## config.mk

```make
export PLATFORM = sky130hd
export DESIGN_NAME = xor_bist_ctrl
export DESIGN_NICKNAME = d
export VERILOG_FILES = /design/src/rtl/xor_bist_pkg.sv /design/src/rtl/xor_bist_patgen.sv /design/src/rtl/xor_bist_ctrl.sv
export SDC_FILE = /design/constraint.sdc
export NUM_CORES = 1
export LEC_CHECK = 0
export BUFFER_PORTS_ARGS = -buffer_cell sky130_fd_sc_hd__buf_4
export CAP_MARGIN = 10
export CORE_UTILIZATION = 52
export DETAILED_ROUTE_END_ITERATION = 16
export PLACE_DENSITY = 0.78
export SETUP_SLACK_MARGIN = 0.02
export SLEW_MARGIN = 0
export SYNTH_ARGS = -nofsm -noshare
export SYNTH_HDL_FRONTEND = slang
export SYNTH_HIERARCHICAL = 1
export SYNTH_SLANG_ARGS = --single-unit
```

## constraint.sdc

```tcl
create_clock -name clk -period 2.4 [get_ports clk]
set_input_delay 0.36 -clock clk [delete_from_list [all_inputs] [get_ports clk]]
set_output_delay 0.36 -clock clk [all_outputs]
set_load 0.02 [all_outputs]
```

## src/rtl/xor_bist_pkg.sv

```systemverilog
// Shared types and helpers for the XOR-gate BIST sequencer.
// Optional capture of the first failing vector is enabled by XOR_BIST_FAIL_CAPTURE_EN.
package xor_bist_pkg;

   localparam int unsigned MAX_N_INPUTS = 8;

   typedef enum logic [1:0] {
      StIdle  = 2'd0,
      StApply = 2'd1,
      StCheck = 2'd2,
      StDone  = 2'd3
   } bist_state_e;

   // Reference parity; narrower vectors are zero-extended by the caller.
   function automatic logic parity_ref(input logic [MAX_N_INPUTS-1:0] vec);
      return ^vec;
   endfunction

endpackage

```

## src/rtl/xor_bist_patgen.sv

```systemverilog
// Exhaustive pattern register for the gate under test: clear, increment, last-vector flag.
// Used by xor_bist_ctrl (optional XOR_BIST_FAIL_CAPTURE_EN does not affect this block).
module xor_bist_patgen
   import xor_bist_pkg::*;
#(
   parameter int unsigned N_INPUTS = 5
) (
   input  logic                clk,
   input  logic                rst,
   input  logic                clr,
   input  logic                inc,
   output logic [N_INPUTS-1:0] vec,
   output logic                last
);

   logic [N_INPUTS-1:0] vec_q;

   always_ff @(posedge clk) begin
      if (rst) begin
         vec_q <= '0;
      end else if (clr) begin
         vec_q <= '0;
      end else if (inc) begin
         vec_q <= vec_q + 1'b1;
      end
   end

   assign vec  = vec_q;
   assign last = &vec_q;

endmodule

```

## src/rtl/xor_bist_ctrl.sv

```systemverilog
// BIST sequencer: walks all 2^N input patterns through one XOR gate and counts parity mismatches.
// Define XOR_BIST_FAIL_CAPTURE_EN to add first_fail_vec/first_fail_vld capture of the first mismatch.
module xor_bist_ctrl
   import xor_bist_pkg::*;
#(
   parameter int unsigned N_INPUTS      = 5,
   parameter int unsigned SETTLE_CYCLES = 2,
   parameter int unsigned ERR_W         = 8
) (
   input  logic                clk,
   input  logic                rst,
   input  logic                start,
   output logic [N_INPUTS-1:0] dut_i,
   input  logic                dut_o,
   output logic                busy,
   output logic                done,
   output logic                pass,
   output logic [ERR_W-1:0]    err_cnt,
   output logic [N_INPUTS-1:0] vec_idx
`ifdef XOR_BIST_FAIL_CAPTURE_EN
   ,
   output logic [N_INPUTS-1:0] first_fail_vec,
   output logic                first_fail_vld
`endif
);

   localparam int unsigned CntW = (SETTLE_CYCLES > 1) ? $clog2(SETTLE_CYCLES) : 1;
   localparam logic [CntW-1:0] CntLast = CntW'(SETTLE_CYCLES - 1);
   localparam logic [ERR_W-1:0] ErrMax = '1;

   bist_state_e         state_q, state_d;
   logic [CntW-1:0]     cnt_q, cnt_d;
   logic [ERR_W-1:0]    err_q, err_d;
   logic [N_INPUTS-1:0] vec;
   logic                vec_last;
   logic                vec_clr;
   logic                vec_inc;
   logic                start_acc;
   logic                mismatch;

   xor_bist_patgen #(
      .N_INPUTS(N_INPUTS)
   ) u_patgen (
      .clk (clk),
      .rst (rst),
      .clr (vec_clr),
      .inc (vec_inc),
      .vec (vec),
      .last(vec_last)
   );

   // start is only honoured when no run is in flight.
   assign start_acc = start && ((state_q == StIdle) || (state_q == StDone));
   assign mismatch  = (state_q == StCheck) && (dut_o != parity_ref(MAX_N_INPUTS'(vec)));

   always_comb begin
      state_d = state_q;
      cnt_d   = cnt_q;
      err_d   = err_q;
      vec_clr = 1'b0;
      vec_inc = 1'b0;
      unique case (state_q)
         StIdle, StDone: begin
            if (start_acc) begin
               state_d = StApply;
               cnt_d   = '0;
               err_d   = '0;
               vec_clr = 1'b1;
            end
         end
         StApply: begin
            if (cnt_q == CntLast) begin
               state_d = StCheck;
               cnt_d   = '0;
            end else begin
               cnt_d = cnt_q + 1'b1;
            end
         end
         StCheck: begin
            if (mismatch && (err_q != ErrMax)) begin
               err_d = err_q + 1'b1;
            end
            cnt_d = '0;
            if (vec_last) begin
               state_d = StDone;
            end else begin
               state_d = StApply;
               vec_inc = 1'b1;
            end
         end
         default: state_d = StIdle;
      endcase
   end

   always_ff @(posedge clk) begin
      if (rst) begin
         state_q <= StIdle;
         cnt_q   <= '0;
         err_q   <= '0;
      end else begin
         state_q <= state_d;
         cnt_q   <= cnt_d;
         err_q   <= err_d;
      end
   end

   assign dut_i   = vec;
   assign vec_idx = vec;
   assign busy    = (state_q == StApply) || (state_q == StCheck);
   assign done    = (state_q == StDone);
   assign pass    = done && (err_q == '0);
   assign err_cnt = err_q;

`ifdef XOR_BIST_FAIL_CAPTURE_EN
   logic [N_INPUTS-1:0] ff_vec_q;
   logic                ff_vld_q;

   always_ff @(posedge clk) begin
      if (rst || start_acc) begin
         ff_vec_q <= '0;
         ff_vld_q <= 1'b0;
      end else if (mismatch && !ff_vld_q) begin
         ff_vec_q <= vec;
         ff_vld_q <= 1'b1;
      end
   end

   assign first_fail_vec = ff_vec_q;
   assign first_fail_vld = ff_vld_q;
`endif

endmodule

```

## Word-level counts from Yosys, hierarchy flattened

Cells that the tools add are included.

| storage, ports and cells | value |
|---|---|
| flip-flop bits (word level) | 16 |
| bits in latches | 0 |
| RAM bits | 0 |
| memory bits (read-only) | 0 |
| input bits | 4 |
| output and inout bits | 21 |
| word-level logic and storage cells | 44 |
| memories | 0 |

| operators by class | value |
|---|---|
| add/sub/neg operators | 3 |
| multipliers | 0 |
| div/mod/pow operators | 0 |
| order comparisons | 0 |
| equal/unequal tests | 8 |
| shifts and indexed selects | 0 |
| mux-type cells | 14 |
| bitwise gates (word level) | 0 |
| reductions and logical operators | 15 |

Operators with widths:

| operator | number |
|---|---|
| 2-to-1 mux 8 bit | 2 |
| one-hot mux 8 bit (2 select lines) | 1 |
| adder 8 x 1 -> 8 bit, second input constant | 1 |
| logical NOT 8 bit | 1 |
| inequality test 8 bit, second input constant | 1 |
| XOR reduction 8 bit | 1 |
| 2-to-1 mux 1 bit | 6 |
| 2-to-1 mux 2 bit | 3 |
| inequality test 2 bit, second input constant | 3 |
| one-hot mux 2 bit (3 select lines) | 1 |
| adder 5 x 1 -> 5 bit, second input constant | 1 |
| AND reduction 5 bit | 1 |
| == test 2 bit, second input constant | 2 |
| logical AND 1 bit | 4 |
| OR reduction 2 bit | 2 |
| one-hot mux 1 bit (3 select lines) | 1 |
| AND reduction 3 bit | 1 |
| == test 2 x 1 -> 1 bit, second input constant | 1 |
| logical NOT 2 bit | 1 |
| logical OR 1 bit | 2 |
| AND reduction 2 bit | 1 |
| nonzero test 2 bit | 1 |
| adder 1 bit, second input constant | 1 |
| inequality test 1 bit | 1 |

## Longest topological paths before layout

| depth | value |
|---|---|
| depth after elaboration | 6 |
| gate-level depth with buffers | 8 |
| depth with buffers taken out | 7 |

## Cells and area by module

Netlist, hierarchy kept.

By module, submodules not included:

| module | instances | cells each | area each (um^2) | sequential area each (um^2) |
|---|---|---|---|---|
| xor_bist_ctrl | 1 | 91 | 767.0 | 220.2 |
| xor_bist_patgen | 1 | 23 | 260.2 | 100.1 |

## Worst setup path after synthesis

No wires, ideal clock.

| timing | value |
|---|---|
| kind | reg2out |
| from | register err_q[2], in the netlist err_cnt[2] |
| to | output port pass |
| data arrival time | 1.556 ns |
| required time | 2.040 ns |
| path slack | 0.484 ns |
| cell stages (with the launch flop) | 3 |
| path buffers | 0 |
| path through | dfxtp_1 > or4_1 > nor4_1 |

| between the ends | value |
|---|---|
| cells in the longest elaborated chain, start to end | 2 |

RTL lines:

| what | line | text |
|---|---|---|
| from (decl) | xor_bist_ctrl.sv:33 | `logic [ERR_W-1:0] err_q, err_d;` |
| from (signal assigned) | xor_bist_ctrl.sv:103 | `err_q <= err_d;` |
| logical NOT 8 bit | xor_bist_ctrl.sv:111 | `assign pass = done && (err_q == '0);` |
| logical AND 1 bit | xor_bist_ctrl.sv:111 |  |
| to (decl) | xor_bist_ctrl.sv:17 | `output logic pass,` |

No other way between the ends.

## Worst setup path after layout

Same ends and word-level chain as after synthesis.

==> flow_summary.toml <==
[run_status]
status = "complete, no violations"

[clock_network]
cts_max_level = 1
postCtsHoldBufs = 0
cts_buffer_depth = 2
cts_made_buffers = 3
cts.sinks = 16
path_clk_slew_ns = 0.09
cts_root_buf = "clkbuf_4"
cts_tree = "built"
clock_latency_ns = 0.30
post_cts_buffers = 0
cts_resized = 0

[synthesis]
synth_compound_area_share_pct = 15.3
netlist.top_cell.by_area = "dfxtp_1"
ys_top_cells_by_area = "dfxtp_1 (31%), ha_1 (8.5%), nor2_1 (6.2%)"
synth.most_common_cell = "nor2_1"
synth_area_mm2 = 0.00103
synth_top_family_by_area = "simple AND/OR/NAND/NOR gates"
synth-edff-count = 0
synth_common_cells = "nor2_1 (17), dfxtp_1 (16), inv_1 (9)"
synth_top_area_share_pct = 31.2
synth_async_sr_flop_share_pct = 0
synth_mux_area_share_pct = 4.38
yosys.area_share.simple_pct = 22.3
synth_flop_cell = "dfxtp_1"
synth_seq_cells = 16
synth_fa_ha_area_share_pct = 8.53
synth_cell_type_count = 35
syn-num-nets = 125
synth_xor_area_share_pct = 9.14
synth_seq_area_share_pct = 31.2
ys_warn_count = 6
syn_inst = 114
syn_avg_cell_area_um2 = 9.01

[min_path]
hold_end = "err_cnt[1]"
hold_path.class = "input port to flop"
hold_depth = 2
min_from = "rst"

[sta]
max_freq_ghz = 0.510
rsz0062_at_grt = "false"
layout_min_cycle_time_ns = 1.96
fin_crit_sh_pct = 81.7
drv_slew = 0
tightest_slew_ns = 0.423
clock_skew_ns = 0.00356
hold_viol_final = 0
fin_setup_tns_ns = 0
slew_headroom_pct = 71.8
setup_viol = 0

[die]
dieArea_mm2 = 0.00216
ios = 25
num_rows = 15
die_y_um = 46.4
initial_core_util_pct = 57.6
die_w_um = 46.4
coreArea_mm2 = 0.00178

[worst_setup_path]
endpoint_kind = "primary output"
crit_slowest_cell = "or4_1"
crit_path_start_kind = "flop"
crit_type = "flop to primary output"
path_cells = "or4_1 -> nor4_1 -> buf_4"
max_stage_delay_ns = 0.52
r2r-end = "err_cnt[5]"
cp.required_ns = 2.04
crit_fanout = 7
reg2reg_from = "state_q[0]"
reg2reg_slack_ns = 0.50
arrival_ns = 1.60
cp_top_family = "simple AND/OR/NAND/NOR gates"
path_buf_inv = 1
worst-r2r-cell-count = 7

[global_routing]
grt_pass1_wl_um = 3220
grt_max_degree = 10
grt_overflow_total = 0
track_usage_pct = 21.5
grt_pass1_vias = 763
antenna_found_initial = 0

[placed_design]
finalWeightedCongestion = 0.785
post-place-cells = 157
hpwl_um = 1620
portBuffers = 24

[route]
wl_met1_um = 989
routed-via-count = 854
viasPerCell = 5.30
drtIter0Drc = 22
ant_nets = 0
wire_per_inst_um = 12.9
dr.pass1.iters = 5
top_layer_used = "met4"
met3_length_um = 55
post-route-drc-count = 0
routed_wl_um = 2080
wl_met2_um = 993

[finish]
fill_cells = 150
n_antenna_cell = 0
multiInputGateArea_um2 = 613
drive_gt1_share_pct = 30.1
fin_cells = 161
layout.nets = 148
register_area_um2 = 320
area_growth_syn_to_layout_pct = 19.0

[flow_run]
maxCapViolCount = 0

[power_and_ir_drop]
power.leakage_uw = 0.000546
power.density_mw_per_mm2 = 444
ir_worst_vdd_v = 0.000374
p_total_uw = 543
==> cells in the final DEF (no fill, tap or decap), types with 2 or more instances in the layout <==
master,n
nor2_1,17
a21oi_1,8
a211oi_1,3
nand2_1,4
clkbuf_4,3
a31o_2,2
ha_1,7
nand3_1,5
xnor2_1,7
inv_1,9
nand3b_1,2
mux2i_1,3
nand2b_1,3
buf_4,25
dfxtp_1,16
nor4_1,2
==> flip-flops by register name, summed over array words and instances, names as in the netlist <==
register / count
err_cnt: 8
u_patgen/vec: 5
state_q: 2
cnt_q: 1
==> per-layer routing <==
| layer | GRT usage (%) | up-vias |
|---|---|---|
| met3 | 2.35 | 5 |
| met2 | 35.6 | 18 |
| met1 | 27.4 | 397 |
| met5 | 0 | - |
| li1 | - | 434 |
| met4 | 10.6 | 0 |
==> worst max-delay path by stage <==
stage,start,to,cells after the start
floorplan,err_cnt[2],pass,2
global placement,u_patgen/vec[2],err_cnt[5],5
detailed placement,state_q[0],err_cnt[5],7
CTS,err_cnt[2],pass,3
global route,err_cnt[2],pass,3
finish,err_cnt[2],pass,3
==> worst reg2reg max path: cells and delay by family (launching register included) <==
| family | cells | cell delay, ns |
|---|---|---|
| AO/OA/AOI/OAI | 4 | 0.83 |
| adder cells (fa/ha/maj) | 1 | 0.41 |
| flip-flops | 1 | 0.34 |
| multiplexers | 1 | 0.14 |
| buffers and inverters | 1 | 0.07 |
==> through the flow <==
stage	hold slack, ns	util, %	instance area [um^2]	setup WS [ns]
final	0.283	68.6	1220	0.439
after global routing	0.294	68.6	1220	0.356
after CTS	0.276	68.6	1220	0.445
after detailed placement	0.541	66.5	1190	0.529
after global placement	0.523	66.5	1190	0.598
after floorplan	0.429	-	1030	0.484
==> cell type report <==
| class | instances | area share (%) |
|---|---|---|
| Multi-Input combinational cell | 82 | 50.2 |
| Timing Repair Buffer | 25 | 15.4 |
| Tap cell | 25 | 2.56 |
| Clock buffer | 4 | 2.97 |
| Sequential cell | 16 | 26.2 |
| Inverter | 9 | 2.76 |
==> power by group <==
group          switching, uW  leakage [uW]  internal, uW  total [uW]
Sequential              6.37      0.000129           271         277
Clock                   92.5     0.0000210          92.6         185
Combinational           47.9      0.000396          32.7        80.6
==> logic make-up after synthesis <==
logic type,Yosys count
and+or+nand+nor,42
xor gates and xnor gates,9
buffers and inverters,16
DFF,16
adders and majority gates,7
muxes,4
AOI/OAI and AO/OA,20
(Power assumes the default switching activity.)
